`config.mk`:
```
export PLATFORM = sky130hd
export DESIGN_NAME = tick_gen_multi_flat
export DESIGN_NICKNAME = d
export VERILOG_FILES = /design/src/rtl/tick_gen_pkg.sv /design/src/rtl/tick_gen_multi_if.sv /design/src/rtl/tick_gen_channel.sv /design/src/rtl/tick_gen_multi.sv /design/src/flat_wrapper.sv
export SDC_FILE = /design/constraint.sdc
export NUM_CORES = 1
export LEC_CHECK = 0
export BUFFER_PORTS_ARGS = -buffer_cell sky130_fd_sc_hd__buf_2
export CORE_ASPECT_RATIO = 0.9
export CORE_MARGIN = 1.5
export CORE_UTILIZATION = 40
export CTS_CLUSTER_SIZE = 24
export DETAILED_ROUTE_END_ITERATION = 7
export PLACE_DENSITY = 0.58
export SLEW_MARGIN = 20
export SYNTH_ARGS = -nofsm -noshare
export SYNTH_HDL_FRONTEND = slang
export SYNTH_SLANG_ARGS = --single-unit
```
`constraint.sdc`:
```
create_clock -name clk50 -period 3.1 [get_ports clk50]
set_clock_uncertainty 0.05 [all_clocks]
set_input_delay 0.775 -clock clk50 [delete_from_list [all_inputs] [get_ports clk50]]
set_output_delay 0.775 -clock clk50 [all_outputs]
set_load 0.005 [all_outputs]
```
`src/rtl/tick_gen_pkg.sv`:
```
// Shared constants and helpers for the multi-channel tick generator.
// Divisors are expressed in clk50 cycles (50 MHz reference).
package tick_gen_pkg;

  localparam int unsigned CLK_HZ          = 50_000_000;
  localparam int          CNT_W_DEF       = 20;
  localparam int          DEFAULT_DIV_DEF = 516_666;

  // Divisor for a target tick rate, rounded to the nearest whole cycle.
  function automatic int unsigned hz_to_div(input int unsigned hz);
    if (hz == 0) return 0;
    return (CLK_HZ + hz / 2) / hz;
  endfunction

  function automatic int ch_width(input int n);
    return (n > 1) ? $clog2(n) : 1;
  endfunction

  // Rate of the old fixed single-channel divider (208_333).
  localparam int unsigned LEGACY_240HZ_DIV = hz_to_div(240);

endpackage

```
`src/rtl/tick_gen_multi_if.sv`:
```
// Host-side control/status bundle of tick_gen_multi.
// Optional square-wave outputs appear when TICKGEN_SQUARE_EN is defined.
interface tick_gen_multi_if
  import tick_gen_pkg::*;
#(
  parameter int NCH   = 4,
  parameter int CNT_W = CNT_W_DEF
);
  localparam int CH_W = ch_width(NCH);

  logic [NCH-1:0]       ch_en;
  logic                 sync_clr;
  logic                 cfg_we;
  logic [CH_W-1:0]      cfg_ch;
  logic [CNT_W-1:0]     cfg_div;
  logic [NCH-1:0]       tick;
  logic [NCH*CNT_W-1:0] div_rd;
`ifdef TICKGEN_SQUARE_EN
  logic [NCH-1:0]       sq;
`endif

  modport master (
    output ch_en, sync_clr, cfg_we, cfg_ch, cfg_div,
`ifdef TICKGEN_SQUARE_EN
    input  sq,
`endif
    input  tick, div_rd
  );

  modport slave (
    input  ch_en, sync_clr, cfg_we, cfg_ch, cfg_div,
`ifdef TICKGEN_SQUARE_EN
    output sq,
`endif
    output tick, div_rd
  );

endinterface

```
`src/rtl/tick_gen_channel.sv`:
```
// One tick channel: counter, shadow/active divisor pair and registered tick.
// With TICKGEN_SQUARE_EN a toggle flop produces a square wave of period 2*active.
module tick_gen_channel
  import tick_gen_pkg::*;
#(
  parameter int CNT_W       = CNT_W_DEF,
  parameter int DEFAULT_DIV = DEFAULT_DIV_DEF
) (
  input  logic             clk50,
  input  logic             nreset,
  input  logic             en,
  input  logic             sync_clr,
  input  logic             wr,
  input  logic [CNT_W-1:0] wr_div,
  output logic             tick,
`ifdef TICKGEN_SQUARE_EN
  output logic             sq,
`endif
  output logic [CNT_W-1:0] active
);

  logic [CNT_W-1:0] cnt_q, cnt_d;
  logic [CNT_W-1:0] shadow_q, shadow_d;
  logic [CNT_W-1:0] active_q, active_d;
  logic             tick_q, tick_d;

  // The wrap edge loads the shadow value captured before this cycle's write,
  // so a write landing on a wrap takes effect one period later.
  always_comb begin
    cnt_d    = cnt_q;
    shadow_d = shadow_q;
    active_d = active_q;
    tick_d   = 1'b0;
    if (wr) shadow_d = wr_div;
    if (sync_clr) begin
      cnt_d    = '0;
      active_d = wr ? wr_div : shadow_q;
    end else if (!en || active_q == '0) begin
      cnt_d    = '0;
      active_d = shadow_q;
    end else if (cnt_q == active_q - CNT_W'(1)) begin
      cnt_d    = '0;
      tick_d   = 1'b1;
      active_d = shadow_q;
    end else begin
      cnt_d = cnt_q + CNT_W'(1);
    end
  end

  always_ff @(posedge clk50 or negedge nreset) begin
    if (!nreset) begin
      cnt_q    <= '0;
      shadow_q <= CNT_W'(DEFAULT_DIV);
      active_q <= CNT_W'(DEFAULT_DIV);
      tick_q   <= 1'b0;
    end else begin
      cnt_q    <= cnt_d;
      shadow_q <= shadow_d;
      active_q <= active_d;
      tick_q   <= tick_d;
    end
  end

  assign tick   = tick_q;
  assign active = active_q;

`ifdef TICKGEN_SQUARE_EN
  logic sq_q, sq_d;

  always_comb begin
    sq_d = sq_q;
    if (sync_clr || !en) sq_d = 1'b0;
    else if (tick_d)     sq_d = ~sq_q;
  end

  always_ff @(posedge clk50 or negedge nreset) begin
    if (!nreset) sq_q <= 1'b0;
    else         sq_q <= sq_d;
  end

  assign sq = sq_q;
`endif

endmodule

```
`src/rtl/tick_gen_multi.sv`:
```
// Multi-channel programmable tick generator: write decode plus one channel per tick.
// TICKGEN_SQUARE_EN adds a per-channel square-wave output on the bus.
module tick_gen_multi
  import tick_gen_pkg::*;
#(
  parameter int NCH         = 4,
  parameter int CNT_W       = CNT_W_DEF,
  parameter int DEFAULT_DIV = DEFAULT_DIV_DEF
) (
  input  logic            clk50,
  input  logic            nreset,
  tick_gen_multi_if.slave bus
);

  generate
    for (genvar gi = 0; gi < NCH; gi++) begin : g_ch
      logic wr;

      // Channel numbers at or above NCH match no instance, so such writes drop.
      assign wr = bus.cfg_we && (32'(bus.cfg_ch) == gi);

      tick_gen_channel #(
        .CNT_W       (CNT_W),
        .DEFAULT_DIV (DEFAULT_DIV)
      ) u_ch (
        .clk50    (clk50),
        .nreset   (nreset),
        .en       (bus.ch_en[gi]),
        .sync_clr (bus.sync_clr),
        .wr       (wr),
        .wr_div   (bus.cfg_div),
        .tick     (bus.tick[gi]),
`ifdef TICKGEN_SQUARE_EN
        .sq       (bus.sq[gi]),
`endif
        .active   (bus.div_rd[gi*CNT_W +: CNT_W])
      );
    end
  endgenerate

endmodule

```
`src/flat_wrapper.sv`:
```
// flat-port wrapper written by rule: the top's interface ports become plain ports
module tick_gen_multi_flat import tick_gen_pkg::*;
#(
  parameter int NCH         = 4,
  parameter int CNT_W       = CNT_W_DEF,
  parameter int DEFAULT_DIV = DEFAULT_DIV_DEF
)
  (clk50, nreset, bus_ch_en, bus_sync_clr, bus_cfg_we, bus_cfg_ch, bus_cfg_div, bus_tick, bus_div_rd);
  tick_gen_multi_if #(.NCH(NCH), .CNT_W(CNT_W)) bus_i ();
  input  logic clk50;
  input  logic nreset;
  input wire logic [$bits(bus_i.ch_en)-1:0] bus_ch_en;
  input wire logic [$bits(bus_i.sync_clr)-1:0] bus_sync_clr;
  input wire logic [$bits(bus_i.cfg_we)-1:0] bus_cfg_we;
  input wire logic [$bits(bus_i.cfg_ch)-1:0] bus_cfg_ch;
  input wire logic [$bits(bus_i.cfg_div)-1:0] bus_cfg_div;
  output wire logic [$bits(bus_i.tick)-1:0] bus_tick;
  output wire logic [$bits(bus_i.div_rd)-1:0] bus_div_rd;
  assign bus_i.ch_en = bus_ch_en;
  assign bus_i.sync_clr = bus_sync_clr;
  assign bus_i.cfg_we = bus_cfg_we;
  assign bus_i.cfg_ch = bus_cfg_ch;
  assign bus_i.cfg_div = bus_cfg_div;
  assign bus_tick = bus_i.tick;
  assign bus_div_rd = bus_i.div_rd;
  tick_gen_multi #(.NCH(NCH), .CNT_W(CNT_W), .DEFAULT_DIV(DEFAULT_DIV)) u_core (.clk50(clk50), .nreset(nreset), .bus(bus_i));
endmodule
```
==> flow_metrics.py <==
metrics = {
    "cts": {
        "clockBufferDepth": 3,
        "insertion_delay_ns": 0.54,
        "cts-root-buf": "clkbuf_16",
        "cts-buffers-inserted": 27,
        "cts-hold-fix-buffers": 0,
        "htreeDepth": 1,
        "tritoncts": "yes",
        "cts.sinks": 244,
        "clk_pin_slew_worst_paths_ns": 0.06,
    },
    "grt": {
        "grt_overflow_total": 0,
        "grt_util_all_layers_pct": 19.16,
        "grt_max_degree": 60,
        "antenna_found_initial": 0,
        "grt_pass1_wl_um": 53800,
        "grt_pass1_vias": 9617,
    },
    "layout": {
        "fin_cells": 1919,
        "antenna-diode-count": 0,
        "layout-drive-gt1-share_pct": 27.45,
        "areaGrowthSynthToFinish_pct": 16.20,
        "final_cell_area_um2": 15920,
        "finalNetCount": 1475,
    },
    "timing": {
        "hold_viol_final": 0,
        "tightestPinTransition_ns": 0.5182,
        "fmax_ghz": 0.3370,
        "finalSetupViolCount": 0,
        "fin_crit_ns": 2.967,
        "fin_setup_tns_ns": 0,
        "post-route-period-util_pct": 95.72,
        "final-max-slew-violation-count": 0,
        "max-slew-margin-rel_pct": 65.13,
    },
    "setup_path": {
        "cp-end-kind": "flip-flop",
        "cp.required_ns": 3.53,
        "cp_slowest_cell": "or4b_2",
        "critPathKind": "reg2reg",
        "cp_top_family": "simple AND/OR/NAND/NOR gates",
        "cp.arrival_ns": 3.39,
        "crit_top_cell": "nor2_1",
        "path_cells": "inv_1 -> ha_2 -> or4b_2 -> o211ai_1 -> o311ai_0 -> a21oi_1 -> nor2_1 -> nand4_1 -> nand2b_2 -> buf_4 -> nor2_1",
        "critPathMaxFanout": 20,
        "startpoint_type": "flip-flop",
        "crit_path_max_incr_delay_ns": 0.64,
        "critical_path_buf_inv_count": 2,
    },
    "pwr": {
        "seqPwrFrac_pct": 45.1,
        "peakVddDrop_mv": 0.4291,
        "internal-power_mw": 6.743,
        "p_comb_share_pct": 24.0,
        "power_switching_share_pct": 31.55,
        "powerDensity_nw_per_um2": 618.8,
        "power_switching_mw": 3.108,
        "leakage_nw": 7.190,
        "power_frac_clock_pct": 30.9,
    },
    "yosys": {
        "ys_async_sr_fraction_pct": 100.0,
        "synthCells": 1305,
        "yosys.area.top_type": "dfrtp_1",
        "syn-cell-area_um2": 13700,
        "ys_types": 68,
        "ys_warn_count": 0,
        "ys_ff_latch": 244,
        "synth_enable_flop_cells": 0,
        "ys_dominant_reg_cell": "dfrtp_1",
        "yosysSeqAreaShare_pct": 45.37,
        "synth.area.top_cells": "dfrtp_1 28%, dfstp_2 17%, mux2i_1 12%, mux2_2 6.7%, xnor2_1 5.9%",
        "postSynthAreaPerCell_um2": 10.50,
        "yosysTopAreaCellShare_pct": 28.50,
        "synth_nets": 1343,
    },
    "floorplan": {
        "core_um2": 33870,
        "rows": 64,
        "ioPinCount": 114,
        "die_x_um": 198.1,
        "die_h_um": 178.6,
        "start_util_pct": 40.44,
        "die-area_um2": 35370,
    },
    "hold_path": {
        "worst_hold_path_type": "in2async",
    },
    "flow_run": {
        "cap_violations": 0,
    },
    "drt": {
        "vias": 9802,
        "drc": 0,
        "routed_wl_um": 33380,
        "wl_per_cell_um": 17.39,
        "drtIter0Drc": 636,
        "dr.pass1.iters": 7,
        "avgViaCountPerCell": 5.108,
        "ant_nets": 0,
    },
    "placement": {
        "place_congestion": 0.8479,
        "io_buffers": 113,
        "place_inst": 1864,
        "dpl_cell_area_um2": 14940,
        "dpl.hpwl_um": 24320,
    },
    "run_status": {
        "status": "complete, no violations",
    },
}
-- synth_stat cells, types with 7 or more instances --
cell type / count
mux2i_1: 164
dfrtp_1: 156
nor2_1: 131
inv_1: 94
xnor2_1: 92
dfstp_2: 88
mux2_2: 82
xor2_1: 73
nand3_1: 61
nand2_1: 47
nand4_1: 36
clkbuf_1: 32
nor3_1: 29
and3_1: 24
o21ai_0: 23
nor4_1: 14
buf_2: 11
a21oi_1: 9
or3_1: 9
buf_6: 8
ha_1: 8
o211ai_1: 7
-- metal layers --
layer | up-vias | share of wire, % | GRT usage (%)
li1 | 4816 | - | -
met1 | 4755 | 50 | 28.21
met2 | 183 | 44 | 29.30
met3 | 48 | 3.9 | 2.931
met4 | 0 | 2.3 | 4.835
met5 | - | 0 | 0
-- what timing repair did --
action,4_1_cts,5_1_grt
setup buffers,0,4
resized for setup,0,13
setup endpoints to repair,0,136
-- power groups by stage --
| stage | Sequential, mW | Combinational [mW] | Clock, mW |
|---|---|---|---|
| finish | 4.44 | 2.37 | 3.04 |
| global route | 4.52 | 2.65 | 3.27 |
| CTS | 4.42 | 2.36 | 3.14 |
| detailed placement | 4.46 | 2.36 | 0 |
| global placement | 4.46 | 2.31 | 0 |
| floorplan | 4.30 | 1.51 | 0 |
-- cell families after synthesis --
group	Yosys count	synth area share (%)
AND/OR/NAND/NOR	403	15.33
multiplexers	246	18.72
flip-flops	244	45.37
XOR/XNOR	165	10.55
buffers and inverters	152	4.950
AO/OA/AOI/OAI	87	4.338
adder cells (fa/ha/maj)	8	0.7307
-- final timing paths --
check,startpoint,endpoint,slack [ns],cells after the start
setup / recovery,u_core.g_ch[3].u_ch.active[0]$_DFFE_PN0P_,u_core.g_ch[3].u_ch.cnt_q[4]$_DFF_PN0_,0.13,11
hold / removal,nreset,u_core.g_ch[3].u_ch.shadow_q[11]$_DFF_PN0_,0.13,1
setup reg to reg,u_core.g_ch[3].u_ch.active[0]$_DFFE_PN0P_,u_core.g_ch[3].u_ch.cnt_q[4]$_DFF_PN0_,0.13,11
hold reg to reg,u_core.g_ch[0].u_ch.active[16]$_DFFE_PN1P_,u_core.g_ch[0].u_ch.active[16]$_DFFE_PN1P_,0.46,2
max in group asynchronous,nreset,u_core.g_ch[2].u_ch.active[1]$_DFFE_PN1P_,2.06,2
min in group clk50,u_core.g_ch[0].u_ch.active[16]$_DFFE_PN1P_,u_core.g_ch[0].u_ch.active[16]$_DFFE_PN1P_,0.46,2
-- layout by cell type (no fill, tap or decap), types with 10 or more instances in the layout --
cell type,synthesis,routed
and3_1,24,24
buf_2,11,111
buf_4,6,40
clkbuf_1,32,10
clkbuf_16,0,29
dfrtp_1,156,155
dfstp_2,88,88
inv_1,94,94
mux2_2,82,82
mux2i_1,164,164
nand2_1,47,46
nand3_1,61,61
nand4_1,36,36
nor2_1,131,131
nor3_1,29,28
nor4_1,14,11
o21ai_0,23,23
xnor2_1,92,92
xor2_1,73,73
-- stage by stage --
stage	hold slack (ns)	setup WS [ns]	total power [mW]	util, %
global placement	0.4358	0.1446	6.778	44.12
finish	0.1297	0.1328	9.851	47.00
detailed placement	0.4507	0.09381	6.822	44.12
CTS	0.1186	0.07796	9.927	46.59
floorplan	0.4215	0.3080	5.819	-
global route	0.1442	-0.03836	10.44	47.00
-- state kept, by name (all words and copies together), names as in the netlist --
signal,count
u_core.g_ch.u_ch.active,80
u_core.g_ch.u_ch.tick,4
u_core.g_ch.u_ch.cnt_q,80
u_core.g_ch.u_ch.shadow_q,80
-- final cells by class --
type | instances | area (µm²)
fillers | 3206 | 17950
clock buffers | 44 | 809.5
repair buffers | 161 | 1061
clock inverters | 5 | 28.78
flip-flops and latches | 244 | 6217
well taps | 462 | 578.1
multi-input cells | 909 | 6872
inverters | 94 | 352.8
Power figures use the tool's default switching activity.
